`src/rtl/mem_arb_pkg.sv`:
```
// rtl/mem_arb_pkg.sv - shared state encoding and port indices for mem_arbiter
package mem_arb_pkg;

    typedef enum logic [1:0] {
        IDLE    = 2'd0,
        BUSY    = 2'd1,
        RELEASE = 2'd2
    } arb_state_e;

    localparam logic PORT_IFETCH = 1'b0;
    localparam logic PORT_DCACHE = 1'b1;

endpackage

```
`src/rtl/mem_arbiter.sv`:
```
// rtl/mem_arbiter.sv - two-port DRAM line arbiter, one outstanding transaction
// Optional: define MEM_ARB_ROUND_ROBIN_EN for alternating grants on a tie.
module mem_arbiter #(
    parameter int ADDR_WIDTH = 32,
    parameter int DATA_WIDTH = 256
) (
    input  logic                  clk,
    input  logic                  rst,
    input  logic [ADDR_WIDTH-1:0] p0_addr_i,
    input  logic [DATA_WIDTH-1:0] p0_data_i,
    input  logic                  p0_cs_i,
    input  logic                  p0_we_i,
    output logic [DATA_WIDTH-1:0] p0_data_o,
    output logic                  p0_ack_o,
    input  logic [ADDR_WIDTH-1:0] p1_addr_i,
    input  logic [DATA_WIDTH-1:0] p1_data_i,
    input  logic                  p1_cs_i,
    input  logic                  p1_we_i,
    output logic [DATA_WIDTH-1:0] p1_data_o,
    output logic                  p1_ack_o,
    output logic [ADDR_WIDTH-1:0] mem_addr_o,
    output logic [DATA_WIDTH-1:0] mem_data_o,
    output logic                  mem_cs_o,
    output logic                  mem_we_o,
    input  logic [DATA_WIDTH-1:0] mem_data_i,
    input  logic                  mem_ack_i,
    output logic                  busy_o
);
    import mem_arb_pkg::*;

    arb_state_e            state_q;
    logic                  grant_q;
    logic                  grant_d;
    logic [ADDR_WIDTH-1:0] mem_addr_q;
    logic [DATA_WIDTH-1:0] mem_data_q;
    logic                  mem_cs_q;
    logic                  mem_we_q;
    logic [DATA_WIDTH-1:0] p0_data_q;
    logic [DATA_WIDTH-1:0] p1_data_q;
    logic                  p0_ack_q;
    logic                  p1_ack_q;
`ifdef MEM_ARB_ROUND_ROBIN_EN
    logic                  last_q;
`endif

    // Winner among the ports requesting this cycle; only used in IDLE.
    always_comb begin
        grant_d = PORT_IFETCH;
`ifdef MEM_ARB_ROUND_ROBIN_EN
        if (p0_cs_i && p1_cs_i) begin
            grant_d = ~last_q;
        end else if (p1_cs_i) begin
            grant_d = PORT_DCACHE;
        end
`else
        if (!p0_cs_i && p1_cs_i) begin
            grant_d = PORT_DCACHE;
        end
`endif
    end

    always_ff @(posedge clk) begin
        if (rst) begin
            state_q    <= IDLE;
            grant_q    <= PORT_IFETCH;
            mem_addr_q <= '0;
            mem_data_q <= '0;
            mem_cs_q   <= 1'b0;
            mem_we_q   <= 1'b0;
            p0_data_q  <= '0;
            p1_data_q  <= '0;
            p0_ack_q   <= 1'b0;
            p1_ack_q   <= 1'b0;
`ifdef MEM_ARB_ROUND_ROBIN_EN
            last_q     <= PORT_DCACHE;
`endif
        end else begin
            p0_ack_q <= 1'b0;
            p1_ack_q <= 1'b0;
            case (state_q)
                IDLE: begin
                    if (p0_cs_i || p1_cs_i) begin
                        grant_q    <= grant_d;
                        mem_addr_q <= grant_d ? p1_addr_i : p0_addr_i;
                        mem_data_q <= grant_d ? p1_data_i : p0_data_i;
                        mem_we_q   <= grant_d ? p1_we_i : p0_we_i;
                        mem_cs_q   <= 1'b1;
                        state_q    <= BUSY;
`ifdef MEM_ARB_ROUND_ROBIN_EN
                        last_q     <= grant_d;
`endif
                    end
                end
                BUSY: begin
                    if (mem_ack_i) begin
                        mem_cs_q <= 1'b0;
                        mem_we_q <= 1'b0;
                        state_q  <= RELEASE;
                        // Write-backs complete with an ack but leave the read line untouched.
                        if (grant_q == PORT_IFETCH) begin
                            p0_ack_q <= 1'b1;
                            if (!mem_we_q) p0_data_q <= mem_data_i;
                        end else begin
                            p1_ack_q <= 1'b1;
                            if (!mem_we_q) p1_data_q <= mem_data_i;
                        end
                    end
                end
                RELEASE: state_q <= IDLE;
                default: state_q <= IDLE;
            endcase
        end
    end

    assign mem_addr_o = mem_addr_q;
    assign mem_data_o = mem_data_q;
    assign mem_cs_o   = mem_cs_q;
    assign mem_we_o   = mem_we_q;
    assign p0_data_o  = p0_data_q;
    assign p1_data_o  = p1_data_q;
    assign p0_ack_o   = p0_ack_q;
    assign p1_ack_o   = p1_ack_q;
    assign busy_o     = (state_q != IDLE);

endmodule

```
`config.mk`:
```
export PLATFORM = sky130hd
export DESIGN_NAME = mem_arbiter
export DESIGN_NICKNAME = d
export VERILOG_FILES = /design/src/rtl/mem_arb_pkg.sv /design/src/rtl/mem_arbiter.sv
export SDC_FILE = /design/constraint.sdc
export NUM_CORES = 2
export LEC_CHECK = 0
export CAP_MARGIN = 15
export CORE_AREA = 2 2 634 636
export CTS_CLUSTER_SIZE = 30
export DETAILED_ROUTE_END_ITERATION = 8
export DIE_AREA = 0 0 636 638
export HOLD_SLACK_MARGIN = 0.06
export PLACE_DENSITY = 0.35
export SLEW_MARGIN = 20
export SYNTH_ARGS = -nofsm -noshare
export SYNTH_HDL_FRONTEND = slang
export SYNTH_SLANG_ARGS = --single-unit
```
`constraint.sdc`:
```
create_clock -name clk -period 1.6 [get_ports clk]
set_input_delay 0.4 -clock clk [delete_from_list [all_inputs] [get_ports clk]]
set_output_delay 0.4 -clock clk [all_outputs]
set_load 0.02 [all_outputs]
```
==> impl_metrics.prom <==
# TYPE chip_impl_metric gauge
chip_impl_metric{name="drt-initial-drc-count",unit=""} 2097
chip_impl_metric{name="synth.distinct_cells",unit=""} 27
chip_impl_metric{name="use_met2",unit=""} 0.281
chip_impl_metric{name="num_io_pins",unit=""} 1644
chip_impl_info{name="synthMostInstantiatedCell",value="sky130_fd_sc_hd__nand2_1"} 1
chip_impl_metric{name="cts_htree_levels",unit=""} 3
chip_impl_metric{name="post-route-util",unit=""} 0.174
chip_impl_metric{name="multi_input_comb_area",unit="um2"} 14300
chip_impl_metric{name="leakagePower",unit="nW"} 27.5
chip_impl_metric{name="worstPathArrival",unit="ns"} 1.61
chip_impl_metric{name="fp.coreArea",unit="um2"} 399000
chip_impl_metric{name="timing.reg2reg.setup_slack",unit="ns"} -0.34
chip_impl_metric{name="numPlacedInstances",unit=""} 10500
chip_impl_metric{name="clkTransAtPathRegs",unit="ns"} 0.08
chip_impl_metric{name="syn-instance-count",unit=""} 3600
chip_impl_metric{name="initial_utilization",unit=""} 0.0809
chip_impl_metric{name="finish.net_count",unit=""} 6416
chip_impl_metric{name="timing.max_cap.violations",unit=""} 0
chip_impl_metric{name="post_drt_via_cell_ratio",unit=""} 3.31
chip_impl_metric{name="synthDominantCellAreaShare",unit=""} 0.501
chip_impl_metric{name="routed_wirelength",unit="um"} 325000
chip_impl_metric{name="fillers",unit=""} 44400
chip_impl_metric{name="layout-area-overhead-vs-synth",unit="%"} 115
chip_impl_info{name="unrepaired_setup_endpoints_after_global_routing",value="true"} 1
chip_impl_metric{name="routedWlPerCell",unit="um"} 29.6
chip_impl_metric{name="die_h",unit="um"} 638
chip_impl_info{name="timing.critical_path.slowest_stage_cell",value="sky130_fd_sc_hd__dfxtp_4"} 1
chip_impl_metric{name="number_of_enable_flip_flop_cells_after_synthesis",unit=""} 0
chip_impl_metric{name="synth.cell_area",unit="um2"} 32200
chip_impl_info{name="crit_family",value="flip-flops"} 1
chip_impl_metric{name="antenna_violating_nets_post_route",unit=""} 0
chip_impl_metric{name="synth.net_count",unit=""} 4439
chip_impl_metric{name="required",unit="ns"} 1.20
chip_impl_metric{name="number_of_global_route_vias_before_repair",unit=""} 36700
chip_impl_metric{name="ys_seq_elements",unit=""} 807
chip_impl_metric{name="antenna_found_initial",unit=""} 168
chip_impl_metric{name="power.density",unit="nW/um2"} 916
chip_impl_metric{name="place.detailed.hpwl",unit="um"} 275000
chip_impl_metric{name="vdd.ir_drop.worst",unit="mV"} 0.817
chip_impl_metric{name="post_route_cells_drive_above_1_share",unit=""} 0.399
chip_impl_metric{name="first_pass_grt_wire_length",unit="um"} 402000
chip_impl_info{name="critical_path.startpoint_type",value="flop"} 1
chip_impl_info{name="tritoncts",value="yes"} 1
chip_impl_metric{name="cp_max_fo",unit=""} 3
chip_impl_info{name="synth_flop_cell",value="sky130_fd_sc_hd__dfxtp_1"} 1
chip_impl_info{name="hold_class",value="input port to flop"} 1
chip_impl_metric{name="synth-seq-area-share",unit=""} 0.501
chip_impl_metric{name="floorplan.die_area",unit="um2"} 406000
chip_impl_metric{name="layout.cells.non_filler",unit=""} 11000
chip_impl_metric{name="tightestPinTransition",unit="ns"} 0.531
chip_impl_metric{name="clock_insertion_delay_worst_skew",unit="ns"} 0.87
chip_impl_metric{name="die_width",unit="um"} 636
chip_impl_info{name="violated_checks",value="negative setup slack"} 1
chip_impl_metric{name="timing.final.hold_violations",unit=""} 0
chip_impl_metric{name="largest_net_degree_at_the_start_of_global_routing",unit=""} 69
chip_impl_metric{name="io_buffer_count",unit=""} 1643
chip_impl_metric{name="timing.final.crit_share",unit=""} 1.26
chip_impl_metric{name="synth_area_per_cell",unit="um2"} 8.96
chip_impl_metric{name="clkSinkCount",unit=""} 807
chip_impl_info{name="synth.top_cells.by_count",value="sky130_fd_sc_hd__nand2_1 (1347), sky130_fd_sc_hd__dfxtp_1 (807), sky130_fd_sc_hd__mux2i_1 (512)"} 1
chip_impl_metric{name="setup_ws_pre_cts",unit="ns"} -1.22
chip_impl_info{name="critical_path.cell_chain",value="nor2_4 -> inv_2 -> buf_6 -> buf_12"} 1
chip_impl_metric{name="dr.pass1.iters",unit=""} 5
chip_impl_metric{name="rows",unit=""} 232
chip_impl_metric{name="finalWorstSetupSlack",unit="ns"} -0.412
chip_impl_metric{name="use_met1",unit=""} 0.145
chip_impl_info{name="root_buffer",value="sky130_fd_sc_hd__clkbuf_16"} 1
chip_impl_metric{name="async_reset_ff_frac",unit=""} 0
chip_impl_info{name="grt_busiest_layer",value="met2"} 1
chip_impl_metric{name="clock-skew-final",unit="ns"} 0.0829
chip_impl_metric{name="slew_headroom",unit=""} 0.646
chip_impl_metric{name="num_vias",unit=""} 36400
chip_impl_metric{name="timing.final.setup_violations",unit=""} 1582
chip_impl_info{name="cp-end-kind",value="output pin"} 1
chip_impl_info{name="outcome",value="finished, violations left"} 1
chip_impl_metric{name="drc_errors",unit=""} 0
chip_impl_metric{name="cts_made_buffers",unit=""} 113
chip_impl_metric{name="cp_num_buf_inv",unit=""} 3
chip_impl_metric{name="grt.total_usage",unit=""} 0.151
chip_impl_metric{name="synth-warning-count",unit=""} 0
chip_impl_metric{name="final-max-slew-violation-count",unit=""} 0
chip_impl_metric{name="regArea",unit="um2"} 17600
chip_impl_metric{name="clockBufferDepth",unit=""} 4
chip_impl_metric{name="maxClockFrequency",unit="MHz"} 497
chip_impl_metric{name="global_route.usage.met3",unit=""} 0.0739
chip_impl_info{name="synth.area.top_cells",value="sky130_fd_sc_hd__dfxtp_1 (50%), sky130_fd_sc_hd__mux2i_1 (16%), sky130_fd_sc_hd__nand2_1 (16%)"} 1
chip_impl_metric{name="gp_routability_congestion",unit=""} 0.912
chip_impl_metric{name="grt-ovfl-total",unit=""} 0
chip_impl_info{name="criticalPathCategory",value="flop to output pin"} 1
chip_impl_info{name="synth_area_leader_cell",value="sky130_fd_sc_hd__dfxtp_1"} 1
chip_impl_metric{name="period_needed",unit="ns"} 2.01
chip_impl_metric{name="critPathMaxStageDelay",unit="ns"} 0.36
-- area by class of cell --
| class | instances | area share |
|---|---|---|
| repair buffers | 2196 | 0.387 |
| flip-flops and latches | 807 | 0.254 |
| multi-input cells | 2457 | 0.207 |
| well taps | 5265 | 0.0952 |
| clock buffers | 169 | 0.0483 |
| clock inverters | 30 | 0.00601 |
| diodes | 60 | 0.00217 |
| inverters | 2 | 0.000217 |
-- registers in the layout, indices dropped and copies added (netlist names) --
signal	cells
p0_data_o	256
mem_cs_o	1
grant_q	1
mem_data_o	256
state_q	2
p1_data_o	256
mem_we_o	1
p0_ack_o	1
mem_addr_o	32
p1_ack_o	1
-- cell families after synthesis --
| logic type | synth area share |
|---|---|
| AO/OA/AOI/OAI | 0.124 |
| AND/OR/NAND/NOR | 0.160 |
| buffers and inverters | 0.0558 |
| multiplexers | 0.159 |
| flip-flops | 0.501 |
-- cells in the final DEF (no fill, tap or decap), types with 2 or more instances in the layout --
master	instances
sky130_fd_sc_hd__nand2_1	1347
sky130_fd_sc_hd__clkdlybuf4s50_1	836
sky130_fd_sc_hd__dfxtp_2	627
sky130_fd_sc_hd__buf_6	519
sky130_fd_sc_hd__mux2i_1	509
sky130_fd_sc_hd__buf_12	389
sky130_fd_sc_hd__a21oi_1	292
sky130_fd_sc_hd__a311oi_1	287
sky130_fd_sc_hd__buf_4	287
sky130_fd_sc_hd__dfxtp_4	174
sky130_fd_sc_hd__clkbuf_16	139
sky130_fd_sc_hd__dlygate4sd3_1	91
sky130_fd_sc_hd__diode_2	60
sky130_fd_sc_hd__clkbuf_8	30
sky130_fd_sc_hd__clkbuf_1	26
sky130_fd_sc_hd__buf_16	23
sky130_fd_sc_hd__buf_8	23
sky130_fd_sc_hd__clkinv_2	11
sky130_fd_sc_hd__bufinv_16	7
sky130_fd_sc_hd__dfxtp_1	6
sky130_fd_sc_hd__clkinvlp_4	5
sky130_fd_sc_hd__mux2i_2	3
sky130_fd_sc_hd__inv_6	3
sky130_fd_sc_hd__nor2_4	2
sky130_fd_sc_hd__nor2_1	2
sky130_fd_sc_hd__inv_16	2
-- through the flow --
stage / power (mW) / hold slack (ns) / TNS (ns) / cell area (um2)
global route: 66.0 / 0.100 / -353.20 / 69100
global placement: 36.1 / 0.442 / -589.12 / 59800
floorplan: 27.2 / 0.448 / 0 / 32200
finish: 63.4 / 0.161 / -206.43 / 69200
detailed placement: 36.1 / 0.446 / -598.85 / 59800
CTS: 64.3 / 0.0604 / -279.92 / 67700
-- per-layer routing --
metal	vias up	routed length (um)
met5	-	363
met4	54	12200
met3	463	33900
met2	1553	169000
met1	17800	109000
li1	16400	-
-- worst reg2reg max path, stage by stage (launching register included) --
cell and delay (ns):
sky130_fd_sc_hd__dfxtp_4 0.37, sky130_fd_sc_hd__buf_4 0.11, sky130_fd_sc_hd__buf_6 0.09, sky130_fd_sc_hd__nand4_1 0.27, sky130_fd_sc_hd__buf_12 0.26, sky130_fd_sc_hd__buf_12 0.20
sky130_fd_sc_hd__buf_16 0.17, sky130_fd_sc_hd__clkbuf_16 0.20, sky130_fd_sc_hd__mux2i_1 0.12
-- what timing repair did --
item | in CTS | in global routing
hold buffers | 91 | 0
hold endpoints to repair | 88 | 0
endpoints found under the setup margin | 1590 | 1593
gates cloned | 7 | 28
pin swaps | 2 | 2
buffers inserted | 114 | 27
resized for setup | 4164 | 109
-- power breakdown --
part	internal (mW)	switching, mW
sequential	21.4	1.21
clock	15.5	10.8
combinational	7.32	7.18
-- path summary, 6_finish.rpt --
| kind | from | end | cells after the start |
|---|---|---|---|
| setup / recovery | state_q[0] | busy_o | 4 |
| hold reg to reg | p0_data_o[34] | p0_data_o[34] | 2 |
| hold / removal | mem_data_i[83] | p1_data_o[83] | 3 |
| setup reg to reg | state_q[0] | p1_data_o[193] | 8 |
(Power assumes the default switching activity.)
